`src/rtl/clkdiv_scan_pkg.sv`:
```
// ============================================================================
// Module      : clkdiv_scan_pkg
// Description : Shared constants and helpers for the fractional divider
//               scan blinker (ratio table, index width, accumulator width).
// Revision    : 1.0 - initial release
// ============================================================================
`default_nettype none

package clkdiv_scan_pkg;

    localparam int ACC_W = 4;

    // Twice the division ratio, so half-step ratios stay integral: 2, 3.5, 4, 5.
    localparam int DIV_X2_TBL [4] = '{4, 7, 8, 10};

    function automatic int div_x2(input int i);
        return DIV_X2_TBL[i % 4];
    endfunction

    function automatic int idx_w(input int n);
        return (n <= 2) ? 1 : $clog2(n);
    endfunction

endpackage

`default_nettype wire

```
`src/rtl/clkdiv_scan_blinker_frac_div_ch.sv`:
```
// ============================================================================
// Module      : frac_div_ch
// Description : One fractional clock-enable divider channel with a
//               free-running counter; hold freezes accumulator and counter.
// Revision    : 1.0 - initial release
// ============================================================================
`default_nettype none

module frac_div_ch
    import clkdiv_scan_pkg::*;
#(
    parameter int DIV_X2 = 4,
    parameter int CNT_W  = 24
) (
    input  logic             clk,
    input  logic             resetn,
    input  logic             hold,
    output logic             en_o,
    output logic [CNT_W-1:0] cnt_o
);

    localparam logic [ACC_W-1:0] DIV_C = ACC_W'(DIV_X2);

    logic [ACC_W-1:0] acc_q, acc_d, acc_n;
    logic [CNT_W-1:0] cnt_q, cnt_d;
    logic             en_q, en_d;

    // Accumulate in half-steps; each overflow past DIV_X2 is one output enable.
    always_comb begin
        acc_n = acc_q + ACC_W'(2);
        acc_d = acc_q;
        cnt_d = cnt_q;
        en_d  = 1'b0;
        if (!hold) begin
            if (acc_n >= DIV_C) begin
                acc_d = acc_n - DIV_C;
                en_d  = 1'b1;
                cnt_d = cnt_q + CNT_W'(1);
            end else begin
                acc_d = acc_n;
            end
        end
    end

    always_ff @(posedge clk or negedge resetn) begin
        if (!resetn) begin
            acc_q <= '0;
            cnt_q <= '0;
            en_q  <= 1'b0;
        end else begin
            acc_q <= acc_d;
            cnt_q <= cnt_d;
            en_q  <= en_d;
        end
    end

    assign en_o  = en_q;
    assign cnt_o = cnt_q;

endmodule

`default_nettype wire

```
`src/rtl/clkdiv_scan_blinker.sv`:
```
// ============================================================================
// Module      : clkdiv_scan_blinker
// Description : Board exerciser: NUM_CH fractional dividers, dwell-rotated
//               LED select, debounced freeze button. Optional manual stepping
//               on button press via macro CLKDIV_SCAN_MANUAL_STEP_EN.
// Revision    : 1.0 - initial release
// ============================================================================
`default_nettype none

module clkdiv_scan_blinker
    import clkdiv_scan_pkg::*;
#(
    parameter int NUM_CH  = 4,
    parameter int CNT_W   = 24,
    parameter int DWELL_W = 30,
    parameter int DEB_W   = 16,
    parameter int LEDS_NR = 2,
    parameter bit INV_BTN = 1'b0
) (
    input  logic               clk,
    input  logic               resetn,
    input  logic               key_i,
    output logic [LEDS_NR-1:0] led
);

    localparam int IDX_W = idx_w(NUM_CH);
    localparam int SEL_N = 2 ** IDX_W;

    logic                    sync1_q, sync2_q, sync_prev_q;
    logic [DEB_W-1:0]        deb_q;
    logic                    key_db_q;
    logic [DWELL_W-1:0]      dwell_q, dwell_d;
    logic                    dwell_msb_q, dwell_msb_d;
    logic [IDX_W-1:0]        sel_q, sel_d;
    logic                    step;
    logic [NUM_CH*CNT_W-1:0] cnt_all;
    logic [NUM_CH-1:0]       en_all;
    logic [SEL_N-1:0]        msb_vec;
    logic [LEDS_NR-1:0]      led_d;
    logic                    unused_bits;

    // Synchronise, then accept the key only after it has been stable long enough.
    always_ff @(posedge clk or negedge resetn) begin
        if (!resetn) begin
            sync1_q     <= 1'b0;
            sync2_q     <= 1'b0;
            sync_prev_q <= 1'b0;
            deb_q       <= '0;
            key_db_q    <= 1'b0;
        end else begin
            sync1_q     <= key_i ^ INV_BTN;
            sync2_q     <= sync1_q;
            sync_prev_q <= sync2_q;
            if (sync2_q != sync_prev_q) begin
                deb_q <= '0;
            end else if (deb_q != '1) begin
                deb_q <= deb_q + DEB_W'(1);
            end else begin
                key_db_q <= sync2_q;
            end
        end
    end

`ifdef CLKDIV_SCAN_MANUAL_STEP_EN
    logic key_db_prev_q;
    logic key_rise;

    always_ff @(posedge clk or negedge resetn) begin
        if (!resetn) begin
            key_db_prev_q <= 1'b0;
        end else begin
            key_db_prev_q <= key_db_q;
        end
    end

    // Clearing the MSB history with dwell keeps the restart from looking like a toggle.
    assign key_rise    = key_db_q & ~key_db_prev_q;
    assign dwell_d     = key_rise ? '0 : dwell_q + DWELL_W'(1);
    assign dwell_msb_d = key_rise ? 1'b0 : dwell_q[DWELL_W-1];
    assign step        = (dwell_q[DWELL_W-1] != dwell_msb_q) | key_rise;
`else
    assign dwell_d     = dwell_q + DWELL_W'(1);
    assign dwell_msb_d = dwell_q[DWELL_W-1];
    assign step        = (dwell_q[DWELL_W-1] != dwell_msb_q);
`endif

    assign sel_d = !step ? sel_q :
                   (sel_q == IDX_W'(NUM_CH - 1)) ? '0 : sel_q + IDX_W'(1);

    always_ff @(posedge clk or negedge resetn) begin
        if (!resetn) begin
            dwell_q     <= '0;
            dwell_msb_q <= 1'b0;
            sel_q       <= '0;
        end else begin
            dwell_q     <= dwell_d;
            dwell_msb_q <= dwell_msb_d;
            sel_q       <= sel_d;
        end
    end

    // Pad the select space to a power of two so the mux index is always in range.
    for (genvar i = 0; i < SEL_N; i++) begin : g_ch
        if (i < NUM_CH) begin : g_real
            frac_div_ch #(
                .DIV_X2 (div_x2(i)),
                .CNT_W  (CNT_W)
            ) u_ch (
                .clk    (clk),
                .resetn (resetn),
                .hold   (key_db_q),
                .en_o   (en_all[i]),
                .cnt_o  (cnt_all[i*CNT_W +: CNT_W])
            );
            assign msb_vec[i] = cnt_all[i*CNT_W + CNT_W - 1];
        end else begin : g_pad
            assign msb_vec[i] = 1'b0;
        end
    end

    assign led_d[LEDS_NR-1] = msb_vec[sel_q];

    if (LEDS_NR >= 2) begin : g_hb
        assign led_d[0] = dwell_q[CNT_W-1];
    end

    for (genvar j = 1; j < LEDS_NR - 1; j++) begin : g_mid
        if (j - 1 < IDX_W) begin : g_bit
            assign led_d[j] = sel_q[j-1];
        end else begin : g_zero
            assign led_d[j] = 1'b0;
        end
    end

    always_ff @(posedge clk or negedge resetn) begin
        if (!resetn) begin
            led <= '0;
        end else begin
            led <= led_d;
        end
    end

    assign unused_bits = ^{en_all, cnt_all};

endmodule

`default_nettype wire
```
`config.mk`:
```
export PLATFORM = sky130hd
export DESIGN_NAME = clkdiv_scan_blinker
export DESIGN_NICKNAME = d
export VERILOG_FILES = /design/src/rtl/clkdiv_scan_pkg.sv /design/src/rtl/clkdiv_scan_blinker_frac_div_ch.sv /design/src/rtl/clkdiv_scan_blinker.sv
export SDC_FILE = /design/constraint.sdc
export NUM_CORES = 1
export LEC_CHECK = 0
export BUFFER_PORTS_ARGS = -buffer_cell sky130_fd_sc_hd__clkbuf_2
export CAP_MARGIN = 20
export CORE_AREA = 2 2 125 127
export CTS_BUF_LIST = sky130_fd_sc_hd__clkbuf_4 sky130_fd_sc_hd__clkbuf_8
export DETAILED_ROUTE_END_ITERATION = 6
export DIE_AREA = 0 0 127 129
export PLACE_DENSITY = 0.75
export REMOVE_ABC_BUFFERS = 1
export SLEW_MARGIN = 25
export SYNTH_ARGS = -nofsm -noshare
export SYNTH_HDL_FRONTEND = slang
export SYNTH_SLANG_ARGS = --single-unit
```
`constraint.sdc`:
```
create_clock -name clk -period 2.5 [get_ports clk]
set_clock_uncertainty 0.05 [all_clocks]
set_input_delay 0.375 -clock clk [delete_from_list [all_inputs] [get_ports clk]]
set_output_delay 0.375 -clock clk [all_outputs]
set_load 0.005 [all_outputs]
```
==> flow_summary.toml <==
[detailed_routing]
drt-total-wl_um = 12400
drt_iter0_drc = 302
drcViolationCount = 0
ant_nets = 0
drt-pass1-iter-count = 6
viasPerCell = 5.30
vias = 4749
wire_per_inst_um = 13.8

[pwr]
switching_share = 0.209
internal_power_w = 0.00380
combPwrFrac = 0.020
power_frac_clock = 0.428
power_frac_seq = 0.553
power_switching_w = 0.00100
power_per_cell_area_mw_per_mm2 = 580
vdd_drop_max_mv = 0.316
p_leak_nw = 3.72

[logic_synthesis]
synth_area_leaders = "dfrtp_1, xnor2_1, xor2_1, nand3_1, nand4_1"
yosysTopAreaCell = "dfrtp_1"
yosysUniqueCellTypes = 45
synth_cells = 667
synth_edf_count = 0
ys_seq_area_frac = 0.550
yosys_warnings = 0
netlist_area_mm2 = 0.00742
synthFlopType = "dfrtp_1"
synthDominantCellAreaShare = 0.550
synth_area_per_cell_um2 = 11.1
ys_ff_latch = 163
async_flop_share = 1.00

[clock_network]
clockBufferDepth = 2
cts_tree = "yes"
clk_latency_ps = 450
cts_inserted_buffers = 17
path_clk_slew_ps = 80
cts_sinks = 163
cts_max_level = 4
cts-root-buf = "clkbuf_8"
post-cts-setup-buffers = 0

[sta]
max_freq_mhz = 431
setup_viol = 0
finalMaxSlewViolations = 0
period_needed_ps = 2320
max_slew_margin = 0.549
hold_viol = 0
whs_ps = 301
finalCritPeriodShare = 0.928
worst_pin_slew_ps = 670

[grt]
antenna_found_initial = 0
grt_max_degree = 51
grt_pass1_vias = 4994
grt_util_all_layers = 0.167
grt-ovfl-total = 0
grt_pass1_wl_um = 22400

[worst_setup_path]
timing.rr.start = "g_ch[0].g_real.u_ch.acc_q[1]"
r2r_setup_slack_ps = 180
cp_data_arrival_time_ps = 2590
critPathKind = "register to register"
r2r_cells = 8
cp-end-kind = "register"
path_max_fanout = 5
reg2reg_to = "g_ch[0].g_real.u_ch.cnt_o[22]"
cp.required_ps = 2770
start_kind = "register"

[final_layout]
final_nets = 717
fin_area_mm2 = 0.00829
drive_gt1_frac = 0.112
syn2layout_area_growth_pct = 11.8
antenna_cells = 0

[floorplan]
fp.dieW_um = 127
fp.dieArea_mm2 = 0.0164
pin_count = 5
fp.coreArea_mm2 = 0.0150
rows = 45
die_h_um = 129
start_util = 0.495

[placement]
placed_area_mm2 = 0.00776
hpwl_um = 8520
portBuffers = 4
globalplace.congestion = 0.761

[worst_hold_path]
hold_path_end = "sync2_q"
min_path_type = "register to register"
hold_depth = 0
hold_path.startpoint = "sync1_q"

[outcome]
outcome = "finished clean"

[flow_run]
max_cap_viol_count = 0
-- power by group through the flow --
stage	Clock (W)	Combinational (W)	Sequential [W]
after detailed placement	0	0.0000960	0.00271
after global routing	0.00222	0.000110	0.00266
after CTS	0.00211	0.0000988	0.00265
after floorplan	0	0.0000211	0.00270
after global placement	0	0.0000887	0.00271
final	0.00206	0.0000937	0.00265
-- repair_timing --
action                                  CTS  global route
gates resized for setup                   0            11
hold buffers                              2             0
endpoints found under the setup margin    0            11
endpoints found under the hold margin    47             0
-- cell families (layout without fill, tap and decap cells) --
family / count (synthesis) / after routing / synth area share
buffers and inverters: 33 / 74 / 0.0174
AO/OA/AOI/OAI: 30 / 30 / 0.0263
adder cells (fa/ha/maj): 16 / 16 / 0.0270
flip-flops: 163 / 163 / 0.550
multiplexers: 9 / 9 / 0.0152
AND/OR/NAND/NOR: 275 / 275 / 0.197
XOR/XNOR: 141 / 141 / 0.168
-- cell usage in the layout, fill, tap and decap left out, drive strengths merged, types with 2 or more instances in the layout --
cell type / count
a31oi: 2
nor3b: 4
or3: 6
clkinvlp: 3
inv: 24
bufinv: 4
nor3: 23
and2: 5
o31ai: 2
clkbuf: 23
nand2: 56
a211oi: 3
clkinv: 2
o21ai: 10
and4: 7
xor2: 57
nor4: 9
nor4b: 2
nand3: 48
dlygate4sd3: 2
ha: 16
a21oi: 10
buf: 16
and3: 15
xnor2: 84
nor2: 55
nand4: 36
nor2b: 3
mux2: 8
nand2b: 2
dfrtp: 163
-- worst max-delay path, cell delays in order (launching register included) --
cell and delay (ps):
dfrtp_1 440, ha_4 210, xnor2_4 160, ha_2 240, nor4bb_4 320, a31oi_4 80
nor4_4 400, nand4_1 160, xnor2_1 150
-- registers in the layout, indices dropped and copies added (netlist names) --
signal / cells
sync1_q: 1
dwell_msb_q: 1
sync2_q: 1
g_ch.g_real.u_ch.cnt_o: 96
dwell_q: 30
key_db_q: 1
led: 2
g_ch.g_real.u_ch.acc_q: 12
sel_q: 2
deb_q: 16
sync_prev_q: 1
-- synthesized netlist by cell type (2+ instances only) --
cell type	n
nor2b_1	3
o31ai_1	2
inv_1	24
ha_1	16
and2_1	4
nor4_1	6
or3_1	5
nor3b_1	2
nand2b_1	2
nor2_1	55
nor4b_1	2
nand3_1	47
xor2_1	57
nand2_1	56
nand4_1	35
clkbuf_1	5
a31oi_1	2
a21oi_1	10
dfrtp_1	163
and4_1	7
xnor2_1	83
nor3_2	4
nor3_1	19
o21ai_0	10
nor4_2	3
and3_1	15
mux2_2	8
buf_2	4
nor3b_2	2
-- final cells by class --
type | count | area, um2
tap | 188 | 235
timing repair buffer | 21 | 171
inverter | 24 | 90.1
clock buffer | 20 | 269
multi-input combinational | 471 | 3290
sequential | 163 | 4080
clock inverter | 9 | 156
fill | 1245 | 6690
-- through the flow --
step | setup WS, ps | cells | TNS (ps) | utilization | power, W
5_1_grt | -12.6 | 896 | -12.6 | 0.553 | 0.00498
6_report | 180 | 896 | 0 | 0.553 | 0.00480
3_3_place_gp | 117 | 865 | 0 | 0.518 | 0.00279
2_1_floorplan | 230 | 658 | 0 | - | 0.00273
3_5_place_dp | 21.9 | 865 | 0 | 0.518 | 0.00280
4_1_cts | 5.14 | 896 | 0 | 0.548 | 0.00486
-- routing by layer --
metal | routed length [um] | part of all wire | global-route usage
met2 | 6260 | 0.51 | 0.293
met4 | 207 | 0.017 | 0.0485
met5 | 0 | 0 | 0
met3 | 308 | 0.025 | 0.0457
met1 | 5600 | 0.45 | 0.203
-- how the worst max path moves through the flow --
stage / startpoint / to / slack (ps)
4_1_cts: g_ch[0].g_real.u_ch.acc_q[1] / g_ch[0].g_real.u_ch.cnt_o[22] / 5
3_3_place_gp: g_ch[0].g_real.u_ch.acc_q[1] / g_ch[0].g_real.u_ch.cnt_o[22] / 120
5_1_grt: g_ch[0].g_real.u_ch.acc_q[1] / g_ch[0].g_real.u_ch.cnt_o[22] / -10
3_5_place_dp: g_ch[0].g_real.u_ch.acc_q[1] / g_ch[0].g_real.u_ch.cnt_o[22] / 20
2_1_floorplan: g_ch[0].g_real.u_ch.acc_q[1] / g_ch[0].g_real.u_ch.cnt_o[9] / 230
6_report: g_ch[0].g_real.u_ch.acc_q[1] / g_ch[0].g_real.u_ch.cnt_o[22] / 180
Power figures use the tool's default switching activity.
